File: src/rtl/serial_alu_pkg.sv
// Shared definitions for the bit-serial ALU sequencer: op encodings,
// control-word layout, FSM states and the per-op decode rules.
package serial_alu_pkg;

    // Operation codes presented on the op port; 110/111 are illegal.
    typedef enum logic [2:0] {
        OP_ADD  = 3'b000,
        OP_SUB  = 3'b001,
        OP_AND  = 3'b010,
        OP_OR   = 3'b011,
        OP_NAND = 3'b100,
        OP_NOR  = 3'b101
    } op_e;

    // Layout of the 5-bit control word driven to the 1-bit ALU cell.
    localparam int CTRL_W       = 5;
    localparam int CTRL_FUNC_HI = 4;
    localparam int CTRL_FUNC_LO = 3;
    localparam int CTRL_INV     = 2;
    localparam int CTRL_CIN     = 1;
    localparam int CTRL_SHIFT   = 0;

    // Cell function codes for the [4:3] field.
    localparam logic [1:0] FUNC_ADD = 2'b00;
    localparam logic [1:0] FUNC_SUB = 2'b01;
    localparam logic [1:0] FUNC_AND = 2'b10;
    localparam logic [1:0] FUNC_OR  = 2'b11;

    // Sequencer states.
    typedef enum logic [1:0] {
        ST_IDLE = 2'b00,
        ST_RUN  = 2'b01,
        ST_DONE = 2'b10
    } state_e;

    // True for the six defined op codes.
    function automatic logic op_legal(input logic [2:0] op);
        return op <= OP_NOR;
    endfunction

    // Cell function selected by an op; nand/nor reuse and/or plus invert.
    function automatic logic [1:0] op_func(input logic [2:0] op);
        logic [1:0] f;
        f = FUNC_ADD;
        case (op)
            OP_ADD:          f = FUNC_ADD;
            OP_SUB:          f = FUNC_SUB;
            OP_AND, OP_NAND: f = FUNC_AND;
            OP_OR,  OP_NOR:  f = FUNC_OR;
            default:         f = FUNC_ADD;
        endcase
        return f;
    endfunction

    // Output-invert bit for nand/nor.
    function automatic logic op_inv(input logic [2:0] op);
        return (op == OP_NAND) || (op == OP_NOR);
    endfunction

    // Carry-chain rule: only arithmetic ops propagate carry/borrow between bits.
    function automatic logic op_uses_carry(input logic [2:0] op);
        return (op == OP_ADD) || (op == OP_SUB);
    endfunction

endpackage

File: src/rtl/serial_alu_ctrl.sv
// Bit-serial sequencer driving a 1-bit ALU cell LSB first. Latches the
// operands on an accepted start, walks one bit per clock while feeding the
// registered carry/borrow back into the cell, then assembles the result,
// final carry/borrow and zero flag and pulses done for one cycle.
module serial_alu_ctrl
    import serial_alu_pkg::*;
#(
    parameter int WIDTH = 8
) (
    input  logic              clk,
    input  logic              rst_n,
    input  logic              start,
    input  logic [2:0]        op,
    input  logic [WIDTH-1:0]  opa,
    input  logic [WIDTH-1:0]  opb,
    output logic              busy,
    output logic              done,
    output logic              err,
    output logic [WIDTH-1:0]  result,
    output logic              carry,
    output logic              zero,
    output logic              alu_a,
    output logic              alu_b,
    output logic [CTRL_W-1:0] alu_ctrl,
    input  logic              alu_out,
    input  logic              alu_cy
);

    localparam int              IW       = $clog2(WIDTH);
    localparam logic [IW-1:0]   LAST_IDX = IW'(WIDTH - 1);

    state_e           state_q, state_d;
    logic [WIDTH-1:0] opa_q, opb_q, result_q;
    logic [2:0]       op_q;
    logic [IW-1:0]    idx_q;
    logic             cy_q, carry_q, err_q, busy_q;

    logic             accept_legal, accept_illegal, last_bit;

    // State register.
    // NOTE: sequential state is updated with non-blocking assignments so every
    // flop samples pre-edge values regardless of statement order.
    always_ff @(posedge clk or negedge rst_n) begin
        if (!rst_n) state_q <= ST_IDLE;
        else        state_q <= state_d;
    end

    // Next-state decode and cell drive; the cell sees an all-zero word outside RUN.
    // NOTE: every output of this block gets a default first, so no path leaves
    // a value unassigned and no latch is inferred.
    always_comb begin
        state_d        = state_q;
        accept_legal   = 1'b0;
        accept_illegal = 1'b0;
        last_bit       = 1'b0;
        alu_a          = 1'b0;
        alu_b          = 1'b0;
        alu_ctrl       = '0;
        case (state_q)
            ST_IDLE: begin
                if (start) begin
                    if (op_legal(op)) begin
                        accept_legal = 1'b1;
                        state_d      = ST_RUN;
                    end else begin
                        accept_illegal = 1'b1;
                        state_d        = ST_DONE;
                    end
                end
            end
            ST_RUN: begin
                alu_a                                = opa_q[idx_q];
                alu_b                                = opb_q[idx_q];
                alu_ctrl[CTRL_FUNC_HI:CTRL_FUNC_LO]  = op_func(op_q);
                alu_ctrl[CTRL_INV]                   = op_inv(op_q);
                alu_ctrl[CTRL_CIN]                   = cy_q;
                alu_ctrl[CTRL_SHIFT]                 = 1'b0;
                last_bit                             = (idx_q == LAST_IDX);
                if (last_bit) state_d = ST_DONE;
            end
            ST_DONE: state_d = ST_IDLE;
            default: state_d = ST_IDLE;
        endcase
    end

    // Operand latch, bit walk, carry chain and result/flag assembly.
    always_ff @(posedge clk or negedge rst_n) begin
        if (!rst_n) begin
            opa_q    <= '0;
            opb_q    <= '0;
            op_q     <= '0;
            idx_q    <= '0;
            cy_q     <= 1'b0;
            result_q <= '0;
            carry_q  <= 1'b0;
            err_q    <= 1'b0;
            busy_q   <= 1'b0;
        end else if (accept_legal) begin
            opa_q    <= opa;
            opb_q    <= opb;
            op_q     <= op;
            idx_q    <= '0;
            cy_q     <= 1'b0;
            result_q <= '0;
            carry_q  <= 1'b0;
            err_q    <= 1'b0;
            busy_q   <= 1'b1;
        end else if (accept_illegal) begin
            // Operands are left untouched; the op never reaches the cell.
            result_q <= '0;
            carry_q  <= 1'b0;
            err_q    <= 1'b1;
            busy_q   <= 1'b1;
        end else if (state_q == ST_RUN) begin
            result_q[idx_q] <= alu_out;
            cy_q            <= op_uses_carry(op_q) ? alu_cy : 1'b0;
            if (last_bit) carry_q <= op_uses_carry(op_q) ? alu_cy : 1'b0;
            else          idx_q   <= idx_q + 1'b1;
        end else if (state_q == ST_DONE) begin
            busy_q <= 1'b0;
        end
    end

    assign busy   = busy_q;
    assign done   = (state_q == ST_DONE);
    assign err    = err_q;
    assign result = result_q;
    assign carry  = carry_q;
    assign zero   = (result_q == '0);

endmodule

File: config.mk
export PLATFORM = sky130hd
export DESIGN_NAME = serial_alu_ctrl
export DESIGN_NICKNAME = d
export VERILOG_FILES = /design/src/rtl/serial_alu_pkg.sv /design/src/rtl/serial_alu_ctrl.sv
export SDC_FILE = /design/constraint.sdc
export NUM_CORES = 1
export LEC_CHECK = 0
export CAP_MARGIN = 20
export CORE_MARGIN = 4
export CORE_UTILIZATION = 52
export DETAILED_ROUTE_END_ITERATION = 8
export GPL_TIMING_DRIVEN = 0
export HOLD_SLACK_MARGIN = 0.05
export PLACE_DENSITY_LB_ADDON = 0.08
export SLEW_MARGIN = 30
export SYNTH_ARGS = -nofsm -noshare
export SYNTH_HDL_FRONTEND = slang
export SYNTH_SLANG_ARGS = --single-unit
File: constraint.sdc
create_clock -name clk -period 2.2 [get_ports clk]
set_input_delay 0.44 -clock clk [delete_from_list [all_inputs] [get_ports clk]]
set_output_delay 0.44 -clock clk [all_outputs]
set_load 0.02 [all_outputs]
Word level (Yosys, flattened, before mapping)
Cells that the tools add are included.
{ "op_classes": {"add_sub_neg": 1, "order_cmp": 3, "eq_ne": 13, "mux": 43, "reduce_logical": 18} }
{ "ops": {"columns": ["op", "n"], "rows": [
  ["2-to-1 mux 1 bit", 26],
  ["2-to-1 mux 8 bit", 3],
  ["2-to-1 mux 3 bit", 4],
  ["== test 3 bit, second input constant", 3],
  ["nonzero test 3 bit", 3],
  ["bitwise mux 8 bit", 1],
  ["zero test 8 bit", 1],
  ["!= test 2 bit, second input constant", 4],
  ["AND reduction 2 bit", 4],
  ["binary-select mux 1 bit (select 3 bit)", 2],
  ["== test 3 x 2 -> 1 bit, second input constant", 2],
  ["2-to-1 mux 2 bit", 3],
  ["case mux 2 bit (3 select lines)", 1],
  ["2-to-1 mux 5 bit", 1],
  ["less-than comparator 3 x 4 -> 1 bit, second input constant", 1],
  ["case mux 2 bit (2 select lines)", 1],
  ["nonzero test 2 bit", 2],
  ["OR reduction 2 bit", 2],
  ["adder 3 x 1 -> 3 bit, second input constant", 1],
  ["demux 1 bit (select 3 bit)", 1],
  ["== test 3 x 1 -> 1 bit, second input constant", 1],
  [">= comparator 3 x 1 -> 1 bit, second input constant", 1],
  ["less-or-equal comparator 3 bit, second input constant", 1],
  ["zero test 3 bit", 1],
  ["7 further kinds", 8]
]} }
{ "word_totals": {"ff_bits": 36, "input_bits": 24, "out_inout_bits": 20, "word_cells": 88} }

Longest topological paths before layout
{ "logic_depth": {"ltp_word": 8, "depth_mapped": 5, "depth_no_buf": 5} }

Worst setup path after synthesis
No wires, ideal clock.
{ "synth_path": {"kind": "reg-to-output", "from": "reg idx_q[0]", "to": "out alu_b", "t_arrival_ns": 1.366, "setup_slack_ns": 0.394, "stages_incl_launch_ff": 5, "n_path_buf": 0, "cell_sequence": "dfrtp_1 nor2b_1 a22oi_1 a21o_1 a21oi_1"} }
{ "synth_between": {"elab_chain_cells": 3} }
{ "synth_rtl": {"columns": ["item", "line_no", "rtl"], "rows": [
  ["start, declared", "serial_alu_ctrl.sv:35", "logic [IW-1:0] idx_q;"],
  ["start signal, assigned", "serial_alu_ctrl.sv:118", "else idx_q <= idx_q + 1'b1;"],
  ["binary-select mux 1 bit (select 3 bit)", "serial_alu_ctrl.sv:73", "alu_b = opb_q[idx_q];"],
  ["2-to-1 mux 1 bit (implied by the code)", "serial_alu_ctrl.sv:73", null],
  ["2-to-1 mux 1 bit", "serial_alu_ctrl.sv:59", "case (state_q)"],
  ["end, declared", "serial_alu_ctrl.sv:23", "output logic alu_b,"]
]} }
No other way between the ends. The select of a mux whose other input is x is not followed.

Final worst setup path
{ "layout_path": {"from": "reg state_q[1]", "to": "out alu_ctrl[2]"} }
{ "layout_between": {"elab_chain_cells": 2} }
{ "layout_rtl": {"columns": ["item", "line_no", "rtl"], "rows": [
  ["start, declared", "serial_alu_ctrl.sv:32", "state_e state_q, state_d;"],
  ["start signal, assigned", "serial_alu_ctrl.sv:45", "else state_q <= state_d;"],
  ["== test 2 x 1 -> 1 bit", "serial_alu_ctrl.sv:59", null],
  ["2-to-1 mux 5 bit", "serial_alu_ctrl.sv:59", null],
  ["end, declared", "serial_alu_ctrl.sv:24", "output logic [CTRL_W-1:0] alu_ctrl,"]
]} }
No other way between the ends.

==> impl_metrics.env <==
export IMPL_hpwl_microns=2850
export IMPL_avgViaCountPerCell=5.57
export IMPL_muxShareOfSynthArea_pct=16.8
export IMPL_drtAntennaViolNets=0
export IMPL_routed_wl_microns=3980
export IMPL_utilization_pct=75.2
export IMPL_core_area_sq_um=3100
export IMPL_synthesis_area_sq_um=1720
export IMPL_drv_slew=0
export IMPL_switching_share_pct=40.3
export IMPL_nets=237
export IMPL_synthCells=155
export IMPL_hold_ws_ns=0.494
export IMPL_cts_sinks=36
export IMPL_synth_warnings=0
export IMPL_ys_top_cells_by_count="dfrtp_1, nand2_1, nor2_1, nand3_1, mux2_1"
export IMPL_synth_top_family_by_area="simple AND/OR/NAND/NOR gates"
export IMPL_synth_simple_area_share_pct=17.9
export IMPL_syn2layout_area_growth_pct=35.7
export IMPL_pwr_share_clk_pct=11.1
export IMPL_start_util_pct=55.4
export IMPL_r2r_setup_slack_ns=0.58
export IMPL_p_seq_share_pct=37.5
export IMPL_routed_via_count=1425
export IMPL_drive_gt1_share_pct=21.2
export IMPL_grt_max_degree=23
export IMPL_tns_ns=0
export IMPL_drt_iter0_markers=85
export IMPL_die_area_sq_um=4290
export IMPL_antenna_cells=0
export IMPL_clk_latency_ns=0.34
export IMPL_root_buffer="clkbuf_4"
export IMPL_total_power_mw=3.30
export IMPL_start_kind="flip-flop"
export IMPL_avgRoutedWirePerCell_microns=15.5
export IMPL_synth_xor_area_share_pct=0.509
export IMPL_design_area_sq_um=2330
export IMPL_clock_path_buffers=2
export IMPL_row_count=20
export IMPL_dr_pass1_iters=4
export IMPL_ys_top_cells_by_area="dfrtp_1, mux2_1, mux2i_1, mux2_4, nand2_1"
export IMPL_path_clk_slew_ns=0.11
export IMPL_grt_overflow=0
export IMPL_place_congestion=0.745
export IMPL_max_freq_mhz=466
export IMPL_htreeDepth=2
export IMPL_io_buffers=41
export IMPL_fin_worst_skew_ns=0.0101
export IMPL_p_per_area_nw_per_um2=1420
export IMPL_p_sw_mw=1.33
export IMPL_synthAdderAreaFrac_pct=1.46
export IMPL_drv_cap=0
export IMPL_grt_pass1_wl_microns=6800
export IMPL_p_int_mw=1.97
export IMPL_grt_usage_pct=21.2
export IMPL_synth_compound_area_share_pct=8.15
export IMPL_syn_nets=181
export IMPL_hp_class="flip-flop to flip-flop"
export IMPL_synth_most_common_cell="dfrtp_1"
export IMPL_critical_path_max_stage_delay_ns=0.47
export IMPL_ys_seq_area_share_pct=52.4
export IMPL_status="finished clean"
export IMPL_synth_cell_types=36
export IMPL_antenna_found_initial=0
export IMPL_cts_inserted_buffers=5
export IMPL_critPathRequiredTime_ns=1.76
export IMPL_synth_seq_cells=36
export IMPL_synth_edf_count=0
export IMPL_ioPinCount=44
export IMPL_syn_avg_cell_area_sq_um=11.1
export IMPL_cp_max_fo=6
export IMPL_drc=0
export IMPL_grt_pass1_vias=1512
export IMPL_synthDominantCellAreaShare_pct=52.4
export IMPL_arrival_ns=1.71
export IMPL_synth_top_area_cell="dfrtp_1"
export IMPL_crit_chain="nand2b_2, nor3b_1, clkdlybuf4s15_1"
export IMPL_synth_async_reset_ratio_pct=100
export IMPL_finalCriticalPeriod_ns=2.15
export IMPL_post_route_period_util_pct=97.6
export IMPL_setup_viol=0
export IMPL_die_h_microns=65.5
export IMPL_hold_violations=0
export IMPL_crit_type="flip-flop to output port"
export IMPL_dpl_cell_area_sq_um=2210
export IMPL_cts_tree="done"
export IMPL_power_frac_comb_pct=51.4
export IMPL_endpoint_kind="output port"
export IMPL_vdd_drop_max_mv=0.698
export IMPL_rsz0062_at_grt="yes"
export IMPL_critPathSlowestCell="dfrtp_1"
export IMPL_synth_ff_type="dfrtp_1"
export IMPL_power_leakage_nw=1.09
export IMPL_fp_dieW_microns=65.5
==> logic make-up after synthesis <==
kind of cell / Yosys count
AO/OA/AOI/OAI: 21
XOR/XNOR: 1
adder cells (fa/ha/maj): 2
buffers and inverters: 8
flip-flops: 36
multiplexers: 25
other: 1
AND/OR/NAND/NOR: 61
==> worst max-delay path: cells and delay by family (launching register included) <==
family | cells | cell delay (ns)
and+or+nand+nor | 2 | 0.55
buffers and inverters | 1 | 0.35
DFF | 1 | 0.47
==> power by group through the flow <==
stage	clock network (mW)	logic [mW]	registers [mW]
2_1_floorplan	0	0.972	1.25
3_3_place_gp	0	1.59	1.20
3_5_place_dp	0	1.65	1.23
4_1_cts	0.379	1.66	1.22
5_1_grt	0.401	1.86	1.28
6_report	0.367	1.70	1.24
==> per-layer routing <==
layer,routed length [microns],global-route usage (%),share of wire [%],vias to the layer above
li1,-,-,-,663
met1,1610,23.7,41,705
met2,2040,37.4,51,48
met3,229,5.13,5.8,9
met4,89,10.1,2.2,0
met5,0,0,0,-
==> metrics by stage <==
stage	setup WS [ns]	cells
after floorplan	0.394	155
after global placement	-0.180	240
after detailed placement	-0.224	241
after CTS	0.00585	254
after global routing	0.000541	256
final	0.0530	256
==> what timing repair did <==
item,4_1_cts,5_1_grt
hold endpoints to repair,14,0
resized for setup,24,7
setup buffers,4,2
setup endpoints to repair,7,4
pin swaps,0,0
hold buffers,1,0
==> layout make-up <==
| type | instances | area [sq um] |
|---|---|---|
| Clock buffer | 8 | 58.8 |
| Fill cell | 247 | 769 |
| Timing Repair Buffer | 49 | 472 |
| Tap cell | 44 | 55.1 |
| Buffer | 7 | 41.3 |
| Multi-Input combinational cell | 111 | 797 |
| Sequential cell | 36 | 906 |
| Inverter | 1 | 3.75 |
==> state kept, by name (all words and copies together) (netlist names) <==
| signal | flops |
|---|---|
| carry | 1 |
| idx_q | 3 |
| state_q | 2 |
| op_q | 3 |
| opa_q | 8 |
| busy | 1 |
| err | 1 |
| cy_q | 1 |
| result | 8 |
| opb_q | 8 |
==> final timing paths <==
path / startpoint / end / depth (start not counted)
worst max-delay path: state_q[1]$_DFFE_PN0P_ / alu_ctrl[2] / 3
worst min-delay path: op_q[0]$_DFFE_PN0P_ / op_q[0]$_DFFE_PN0P_ / 1
worst max register to register: idx_q[1]$_DFFE_PN0P_ / idx_q[0]$_DFFE_PN0P_ / 6
worst min register to register: op_q[0]$_DFFE_PN0P_ / op_q[0]$_DFFE_PN0P_ / 1
max in group asynchronous: rst_n / opb_q[2]$_DFFE_PN0P_ / 3
min in group asynchronous: rst_n / op_q[1]$_DFFE_PN0P_ / 2
==> placed cells by master (no fill, tap or decap), drive strengths merged, types with 2 or more instances in the layout <==
cell type      instances
clkbuf                12
nor2                  16
mux2                  19
dlygate4sd2            3
clkdlybuf4s50         33
a221oi                 2
and2                   2
buf                   14
a22oi                  3
ha                     2
o21ai                  3
nor3b                  3
nand2b                 3
nand3                 11
nand2                 17
a21oi                  7
dfrtp                 36
a21o                   2
or4                    2
nor2b                  3
mux2i                  6
Note: power is estimated with default switching activity, not from simulation.
